File: src/rtl/mem_arbiter_if.sv
// Bus bundle for mem_arbiter: instruction-side and data-side request
// channels, the backing-memory port, and the busy flag.
// The slave modport is the arbiter's view. The master modport is the view of
// whoever drives the requests and models the memory.
interface mem_arbiter_if #(
  parameter int ADDR_W = 10,
  parameter int DATA_W = 32
);
  // instruction side
  logic              i_req;
  logic [ADDR_W-1:0] i_addr;
  logic              i_ack;
  logic [DATA_W-1:0] i_rdata;
  // data side
  logic              d_req;
  logic              d_we;
  logic              d_lock;
  logic [ADDR_W-1:0] d_addr;
  logic [DATA_W-1:0] d_wdata;
  logic              d_ack;
  logic [DATA_W-1:0] d_rdata;
  // backing memory
  logic              mem_en;
  logic              mem_we;
  logic [ADDR_W-1:0] mem_addr;
  logic [DATA_W-1:0] mem_din;
  logic [DATA_W-1:0] mem_dout;
  // status
  logic              busy;

  modport slave (
    input  i_req, i_addr, d_req, d_we, d_lock, d_addr, d_wdata, mem_dout,
    output i_ack, i_rdata, d_ack, d_rdata, mem_en, mem_we, mem_addr, mem_din, busy
  );

  modport master (
    output i_req, i_addr, d_req, d_we, d_lock, d_addr, d_wdata, mem_dout,
    input  i_ack, i_rdata, d_ack, d_rdata, mem_en, mem_we, mem_addr, mem_din, busy
  );
endinterface

File: src/rtl/mem_arbiter.sv
// Two-port arbiter sharing one synchronous single-port memory between an
// instruction fetch side (read only) and a data side (writeback/refill).
// Each transaction takes ACC -> WAIT -> DONE. Contested grants alternate
// round-robin. A D grant made with d_lock high reserves the next IDLE grant
// for D, so that a writeback is followed by its refill.
module mem_arbiter #(
  parameter int ADDR_W = 10,
  parameter int DATA_W = 32
) (
  input logic          clk,
  input logic          rst,
  mem_arbiter_if.slave bus
);

  typedef enum logic [1:0] {IDLE, ACC, WAIT, DONE} state_t;

  state_t state;
  logic   owner_d;     // current transaction belongs to the D side
  logic   owner_we;    // current transaction is a write
  logic   lock;        // next IDLE grant is reserved for D
  logic   last_d;      // last round-robin grant went to D

  logic   grant_any;
  logic   grant_d;
  logic   lock_grant;

  // Arbitration decision for the IDLE state: lock first, then round-robin.
  always_comb begin
    grant_any  = bus.i_req | bus.d_req;
    lock_grant = lock & bus.d_req;
    if (lock_grant)
      grant_d = 1'b1;
    else if (bus.d_req && bus.i_req)
      grant_d = ~last_d;
    else
      grant_d = bus.d_req;
  end

  // Transaction FSM with registered memory-port, ack and read-data outputs.
  always_ff @(posedge clk or posedge rst) begin
    if (rst) begin
      state        <= IDLE;
      owner_d      <= 1'b0;
      owner_we     <= 1'b0;
      lock         <= 1'b0;
      last_d       <= 1'b0;   // I counts as last winner, so D takes the first contest
      bus.mem_en   <= 1'b0;
      bus.mem_we   <= 1'b0;
      bus.mem_addr <= {ADDR_W{1'b0}};
      bus.mem_din  <= {DATA_W{1'b0}};
      bus.i_ack    <= 1'b0;
      bus.d_ack    <= 1'b0;
      bus.i_rdata  <= {DATA_W{1'b0}};
      bus.d_rdata  <= {DATA_W{1'b0}};
      bus.busy     <= 1'b0;
    end else begin
      case (state)
        IDLE: begin
          if (grant_any) begin
            state      <= ACC;
            bus.busy   <= 1'b1;
            bus.mem_en <= 1'b1;
            owner_d    <= grant_d;
            // Only the winner's inputs reach the memory port.
            if (grant_d) begin
              owner_we     <= bus.d_we;
              bus.mem_we   <= bus.d_we;
              bus.mem_addr <= bus.d_addr;
              bus.mem_din  <= bus.d_wdata;
              lock         <= bus.d_lock;
            end else begin
              owner_we     <= 1'b0;
              bus.mem_we   <= 1'b0;
              bus.mem_addr <= bus.i_addr;
              bus.mem_din  <= {DATA_W{1'b0}};
              lock         <= 1'b0;
            end
            // A reserved grant does not disturb the round-robin order.
            if (!lock_grant)
              last_d <= grant_d;
          end else begin
            // The reservation lapses if D is not asking in this IDLE.
            lock <= 1'b0;
          end
        end
        ACC: begin
          state      <= WAIT;
          bus.mem_en <= 1'b0;
          bus.mem_we <= 1'b0;
        end
        WAIT: begin
          state <= DONE;
          if (owner_d) begin
            bus.d_ack <= 1'b1;
            if (!owner_we)
              bus.d_rdata <= bus.mem_dout;
          end else begin
            bus.i_ack   <= 1'b1;
            bus.i_rdata <= bus.mem_dout;
          end
        end
        DONE: begin
          state     <= IDLE;
          bus.i_ack <= 1'b0;
          bus.d_ack <= 1'b0;
          bus.busy  <= 1'b0;
        end
        default: state <= IDLE;
      endcase
    end
  end

endmodule

File: src/flat_wrapper.sv
// flat-port wrapper written by rule: the top's interface ports become plain ports
module mem_arbiter_flat 
#(
  parameter int ADDR_W = 10,
  parameter int DATA_W = 32
)
  (clk, rst, bus_i_req, bus_i_addr, bus_d_req, bus_d_we, bus_d_lock, bus_d_addr, bus_d_wdata, bus_mem_dout, bus_i_ack, bus_i_rdata, bus_d_ack, bus_d_rdata, bus_mem_en, bus_mem_we, bus_mem_addr, bus_mem_din, bus_busy);
  mem_arbiter_if #(.ADDR_W(ADDR_W), .DATA_W(DATA_W)) bus_i ();
  input logic clk;
  input logic rst;
  input wire logic [$bits(bus_i.i_req)-1:0] bus_i_req;
  input wire logic [$bits(bus_i.i_addr)-1:0] bus_i_addr;
  input wire logic [$bits(bus_i.d_req)-1:0] bus_d_req;
  input wire logic [$bits(bus_i.d_we)-1:0] bus_d_we;
  input wire logic [$bits(bus_i.d_lock)-1:0] bus_d_lock;
  input wire logic [$bits(bus_i.d_addr)-1:0] bus_d_addr;
  input wire logic [$bits(bus_i.d_wdata)-1:0] bus_d_wdata;
  input wire logic [$bits(bus_i.mem_dout)-1:0] bus_mem_dout;
  output wire logic [$bits(bus_i.i_ack)-1:0] bus_i_ack;
  output wire logic [$bits(bus_i.i_rdata)-1:0] bus_i_rdata;
  output wire logic [$bits(bus_i.d_ack)-1:0] bus_d_ack;
  output wire logic [$bits(bus_i.d_rdata)-1:0] bus_d_rdata;
  output wire logic [$bits(bus_i.mem_en)-1:0] bus_mem_en;
  output wire logic [$bits(bus_i.mem_we)-1:0] bus_mem_we;
  output wire logic [$bits(bus_i.mem_addr)-1:0] bus_mem_addr;
  output wire logic [$bits(bus_i.mem_din)-1:0] bus_mem_din;
  output wire logic [$bits(bus_i.busy)-1:0] bus_busy;
  assign bus_i.i_req = bus_i_req;
  assign bus_i.i_addr = bus_i_addr;
  assign bus_i.d_req = bus_d_req;
  assign bus_i.d_we = bus_d_we;
  assign bus_i.d_lock = bus_d_lock;
  assign bus_i.d_addr = bus_d_addr;
  assign bus_i.d_wdata = bus_d_wdata;
  assign bus_i.mem_dout = bus_mem_dout;
  assign bus_i_ack = bus_i.i_ack;
  assign bus_i_rdata = bus_i.i_rdata;
  assign bus_d_ack = bus_i.d_ack;
  assign bus_d_rdata = bus_i.d_rdata;
  assign bus_mem_en = bus_i.mem_en;
  assign bus_mem_we = bus_i.mem_we;
  assign bus_mem_addr = bus_i.mem_addr;
  assign bus_mem_din = bus_i.mem_din;
  assign bus_busy = bus_i.busy;
  mem_arbiter #(.ADDR_W(ADDR_W), .DATA_W(DATA_W)) u_core (.clk(clk), .rst(rst), .bus(bus_i));
endmodule
File: config.mk
export PLATFORM = sky130hd
export DESIGN_NAME = mem_arbiter_flat
export DESIGN_NICKNAME = d
export VERILOG_FILES = /design/src/rtl/mem_arbiter_if.sv /design/src/rtl/mem_arbiter.sv /design/src/flat_wrapper.sv
export SDC_FILE = /design/constraint.sdc
export NUM_CORES = 1
export LEC_CHECK = 0
export CAP_MARGIN = 10
export CORE_MARGIN = 4
export CORE_UTILIZATION = 40
export CTS_BUF_LIST = sky130_fd_sc_hd__clkbuf_2 sky130_fd_sc_hd__clkbuf_4 sky130_fd_sc_hd__clkbuf_8
export CTS_CLUSTER_SIZE = 25
export DETAILED_ROUTE_END_ITERATION = 8
export GPL_TIMING_DRIVEN = 1
export HOLD_SLACK_MARGIN = 0.06
export PLACE_DENSITY = 0.76
export SYNTH_ARGS = -nofsm -noshare
export SYNTH_HDL_FRONTEND = slang
export SYNTH_SLANG_ARGS = --single-unit
File: constraint.sdc
create_clock -name clk -period 6.04 [get_ports clk]
set_clock_uncertainty 0.05 [all_clocks]
set_input_delay 1.812 -clock clk [delete_from_list [all_inputs] [get_ports clk]]
set_output_delay 1.812 -clock clk [all_outputs]
set_load 0.03 [all_outputs]
==> metrics, run 1 <==
Final ANT Viol Nets=0; hold_buf cts=0; static leakage=0.00295 µW; IO buf count=200; # DRC=0; Vert. Die Dim=115 µm; internal cell power=2600 µW; Req. time, crit path=6.33 ns; Post-synth top cells=dfrtp_1 (117), mux2_2 (65), a22o_1 (33); crit path max fanout=33; Crit. End Element=flip-flop; Syn Std Cell Area=4560 µm²; placed cell count=640; Tightest Pin Transition=1.20 ns; Worst-path clk slew=0.06 ns; ANT cells=0; Yosys cell types=29; Cell Rows=38; Max Root-Sink Buffers=2; number of DRC markers in iteration 0=210; Combinational Power Share=0.537; Post-synth EDFFs=0; Core Region=11000 µm²; CTS resizes=0; global-route wire length before repair=19.1 mm; hold crit path type=reg2reg; MaxCap Viol Count=0; syn_nets=416; post-synthesis sequential area ratio=0.642; Avg Inst Size Synth=14.2 µm²; DR WL/cell=17.7 µm; sequential cell fraction of total power=0.319; area grow syn2layout=53.3%; GRT Residual Overflow=0; I/O pin count=201; worst vdd rail ir drop=0.418 mV; cell count after synthesis=321; vias in the first global route=3645; final core occ=0.637; Root Buffer=clkbuf_8; Initial Utilization=0.415; Filler Cell Count=895; Clk pwr share=0.144; Pwr Density=631 nW/µm²; non-filler cells, final=672; relative slew slack=0.201; initial antenna violation count=0; Max Fclk=0.264 GHz; largest net degree at the start of global routing=87; Placer Congestion=0.754; flops & latches, synth=117; via/cell ratio=5.01; final setup TNS=0 ns; fin crit share=0.628; fin nets=614; Pre-antenna DRT Iters=4; critical path class=in2reg; post-CTS setup buffers=0; RSZ-0062 raised after global routing=no; clock sinks=117; share of cells above drive strength 1=0.195; cell taking the most area after synthesis=dfrtp_1; post-synth top area share=0.642; status=completed; CTS Buf Count=17; Die ar.=13200 µm²; Syn. warnings=0; asr flop ratio synth=1.00; CP arrival=4.08 ns; Synth Flop Type=dfrtp_1; final wirelength=11.9 mm; DPL Wire Length=8.59 mm; largest cells by area after synthesis=dfrtp_1 (64%), mux2_2 (16%), a22o_1 (6.3%); H-Tree Depth=4; final hold slack=0.448 ns; Slew Limit Fails=0; Final min period=3.79 ns; Sw Ratio=0.410; # setup viols final=0; count leader, synth=dfrtp_1; Critical Path Start Type=input port; overall routing resource usage=0.184; final hold vios=0; net switching power=1810 µW; Via Count=3369; clock latency on the worst-skew pair=0.41 ns; CTS tree=yes; overall power=4410 µW; chip width=115 µm
-- critical path: stages --
cell and delay [ns]:
clkdlybuf4s50_1 0.54, nand3b_1 0.42, and3_1 1.04, a22o_1 0.26
-- cell type report --
type / instances / area [µm²] / share of cell area
sequential: 117 / 2930 / 0.419
timing repair buffer: 202 / 2020 / 0.288
multi-input combinational: 177 / 1510 / 0.215
clock buffer: 21 / 264 / 0.0378
tap: 140 / 175 / 0.0250
clock inverter: 11 / 86.3 / 0.0123
inverter: 4 / 17.5 / 0.00250
-- per-stage QoR --
stage | instance area [µm²] | setup WS, ns
6_report | 6990 | 2.25
5_1_grt | 6990 | 2.09
4_1_cts | 6990 | 2.31
3_5_place_dp | 6640 | 1.84
3_3_place_gp | 6640 | 2.01
2_1_floorplan | 4560 | 1.08
-- cells by family (layout without fill, tap and decap cells) --
| logic type | count (synthesis) | after routing | share of synthesized area |
|---|---|---|---|
| buffers and inverters | 27 | 238 | 0.0321 |
| DFF | 117 | 117 | 0.642 |
| AOI/OAI and AO/OA | 58 | 58 | 0.0988 |
| adders and majority gates | 5 | 5 | 0.0137 |
| and+or+nand+nor | 49 | 49 | 0.0529 |
| muxes | 65 | 65 | 0.160 |
-- power by group through the flow --
stage,clock (µW),combinational (µW),sequential [µW]
2_1_floorplan,0,688,2130
3_3_place_gp,0,2340,1400
3_5_place_dp,0,2390,1420
4_1_cts,653,2400,1410
5_1_grt,685,2500,1460
6_report,633,2370,1410
-- state kept, by name (all words and copies together), names as in the netlist --
name / cells
u_core.bus.d_rdata: 32
u_core.bus.i_rdata: 32
u_core.bus.d_ack: 1
u_core.owner_we: 1
u_core.bus.mem_en: 1
u_core.lock: 1
u_core.owner_d: 1
u_core.bus.busy: 1
u_core.state: 2
u_core.bus.mem_we: 1
u_core.last_d: 1
u_core.bus.mem_din: 32
u_core.bus.i_ack: 1
u_core.bus.mem_addr: 10
-- routing by layer --
| layer | track usage | wire length, µm | part of all wire | vias to the layer above |
|---|---|---|---|---|
| li1 | - | - | - | 1562 |
| met1 | 0.234 | 4980 | 0.42 | 1634 |
| met2 | 0.304 | 5800 | 0.49 | 164 |
| met3 | 0.0600 | 990 | 0.083 | 9 |
| met4 | 0.0540 | 95 | 0.0080 | 0 |
| met5 | 0 | 0 | 0 | - |
-- worst paths after layout --
path | endpoint | start | slack [ns] | depth (start not counted)
hold / removal | u_core.owner_we | u_core.owner_we | 0.45 | 2
setup / recovery | u_core.bus.mem_din[13] | bus_i_req | 2.25 | 4
setup reg to reg | u_core.bus.mem_din[13] | u_core.state[0] | 3.42 | 4
max in group asynchronous | u_core.bus.mem_din[6] | rst | 2.95 | 3
min in group asynchronous | u_core.bus.i_rdata[19] | rst | 1.93 | 2
hold reg to reg | u_core.owner_we | u_core.owner_we | 0.45 | 2
-- cell usage in the layout, fill, tap and decap left out, types with 4 or more instances in the layout --
| cell type | instances |
|---|---|
| ha_1 | 5 |
| clkbuf_8 | 17 |
| mux2_2 | 65 |
| clkdlybuf4s50_1 | 200 |
| nand4_1 | 10 |
| nand2_1 | 25 |
| clkinv_2 | 8 |
| dfrtp_1 | 117 |
| a22o_1 | 33 |
| o21ai_0 | 7 |
| o211ai_1 | 10 |
| clkbuf_4 | 4 |
Note: power is estimated with default switching activity, not from simulation.
==> inputs of run 2 (changes only) <==
- CORE_UTILIZATION: 40 -> 39
- PLACE_DENSITY: 0.76 -> 0.77
- clock period: 6.04 -> 3.42 ns (I/O delays scaled with it)
==> run 2 against run 1 <==
Against the previous run:
- critical path depth did not move
- worst setup slack worse by 1.4 ns
- power grew 85%
- count of clock-buffer cells in the layout increased by 2
- die area rose by 2.4%
- non-clock buffer count increased by 5
- final cell count increased by 1.0%
- sequential cell count is the same
- largest cell class unchanged
- highest routed layer unchanged
==> metrics, run 2 (same netlist as run 1, synthesis figures left out) <==
status=completed; clock latency on the worst-skew pair=0.42 ns; Vert. Die Dim=116 µm; area grow syn2layout=57.1%; GRT Residual Overflow=0; DR WL/cell=17.3 µm; Initial Utilization=0.399; post-CTS setup buffers=0; flip-flop and latch area=2930 µm²; Tightest Pin Transition=1.13 ns; gr busiest metal=met2; commonest non-fill, non-tap cells in the layout=clkdlybuf4s50_1 (200), dfrtp_1 (117), mux2_2 (65); Finished Cell Area=7170 µm²; GR Util met2=0.276; Max Fclk=0.383 GHz; commonest non-fill, non-tap cell in the layout=clkdlybuf4s50_1; met1 usage=0.232; number of DRC markers in iteration 0=148; Slew Limit Fails=0; static leakage=0.00302 µW; pre-CTS setup slack=0.353 ns; Filler Cell Count=879; max incr delay on CP=0.93 ns; Slowest-stage cell, CP=and3_1; CP arrival=2.91 ns; CTS Buf Count=17; IO buf count=200; Largest regs=u_core.bus.d_rdata x32, u_core.bus.i_rdata x32, u_core.bus.mem_din x32; DP Area=6700 µm²; final hold vios=0; Req. time, crit path=3.72 ns; fin nets=619; # DRC=0; CTS tree=yes; CTS resizes=0; Core Region=11400 µm²; Via Count=3394; Placer Congestion=0.799; worst vdd rail ir drop=0.653 mV; hold_buf cts=0; chip width=116 µm; crit path max fanout=33; Die ar.=13500 µm²; vias in the first global route=3563; I/O pin count=201; H-Tree Depth=4; DPL Wire Length=8.28 mm; # setup viols final=0; GR Layer Usage met3=0.0596; Crit. End Element=flip-flop; initial antenna violation count=0; Worst-path clk slew=0.06 ns; via/cell ratio=5.00; Max Root-Sink Buffers=2; Pre-antenna DRT Iters=4; Final min period=2.61 ns; global-route wire length before repair=18.4 mm; relative slew slack=0.244; RSZ-0062 raised after global routing=no; clock sinks=117; ANT cells=0; final worst slack=0.809 ns; overall routing resource usage=0.177; footprint of the multi-input gates=1510 µm²; MaxCap Viol Count=0; Final ANT Viol Nets=0; final wirelength=11.7 mm; largest net degree at the start of global routing=118; fin crit share=0.763; Cell Rows=39; hold crit path type=reg2reg; critical path class=in2reg; Critical Path Start Type=input port; worst path cell trace=clkdlybuf4s50_1, nand3b_1, and3_1, a22o_1; Pwr Density=1140 nW/µm²; final core occ=0.628; Root Buffer=clkbuf_8; final setup TNS=0 ns; share of cells above drive strength 1=0.201
[run 2: where the power goes]
| group | internal [µW] | switching (µW) |
|---|---|---|
| clock | 948 | 526 |
| sequential | 2090 | 390 |
| combinational | 1930 | 2280 |
| total | 4960 | 3190 |
[run 2: final cells by class]
class                      instances  area share
sequential                       117       0.409
timing repair buffer             207       0.288
multi-input combinational        177       0.210
clock buffer                      23      0.0416
tap                              143      0.0250
clock inverter                     8      0.0239
inverter                           4     0.00262
[run 2: per-layer routing]
| metal | share of wire | wire length [µm] |
|---|---|---|
| met1 | 0.43 | 5050 |
| met2 | 0.46 | 5440 |
| met3 | 0.091 | 1070 |
| met4 | 0.014 | 164 |
| met5 | 0 | 0 |
[run 2: stage by stage]
step           hold slack, ns  power (µW)  cells
6_report                0.430        8160    679
4_1_cts                 0.443        8260    679
3_5_place_dp            0.429        6750    648
2_1_floorplan           0.391        4970    321
3_3_place_gp            0.403        6640    648
5_1_grt                 0.469        8620    679
[run 2: worst paths after layout]
| path | start | slack [ns] | end | depth (start not counted) |
|---|---|---|---|---|
| min | u_core.owner_we | 0.43 | u_core.owner_we | 2 |
| max | bus_i_req | 0.81 | u_core.bus.mem_din[7] | 4 |
| max in group asynchronous | rst | 1.76 | u_core.last_d | 3 |
| min in group asynchronous | rst | 1.08 | u_core.bus.i_rdata[20] | 3 |
| max reg2reg | u_core.state[0] | 1.14 | u_core.bus.mem_din[7] | 5 |
| min reg2reg | u_core.owner_we | 0.43 | u_core.owner_we | 2 |
[run 2: worst max-delay path, delay by kind of cell]
kind                   cells  cell delay [ns]
AND/OR/NAND/NOR            2             1.10
buffers and inverters      1             0.52
AO/OA/AOI/OAI              1             0.25
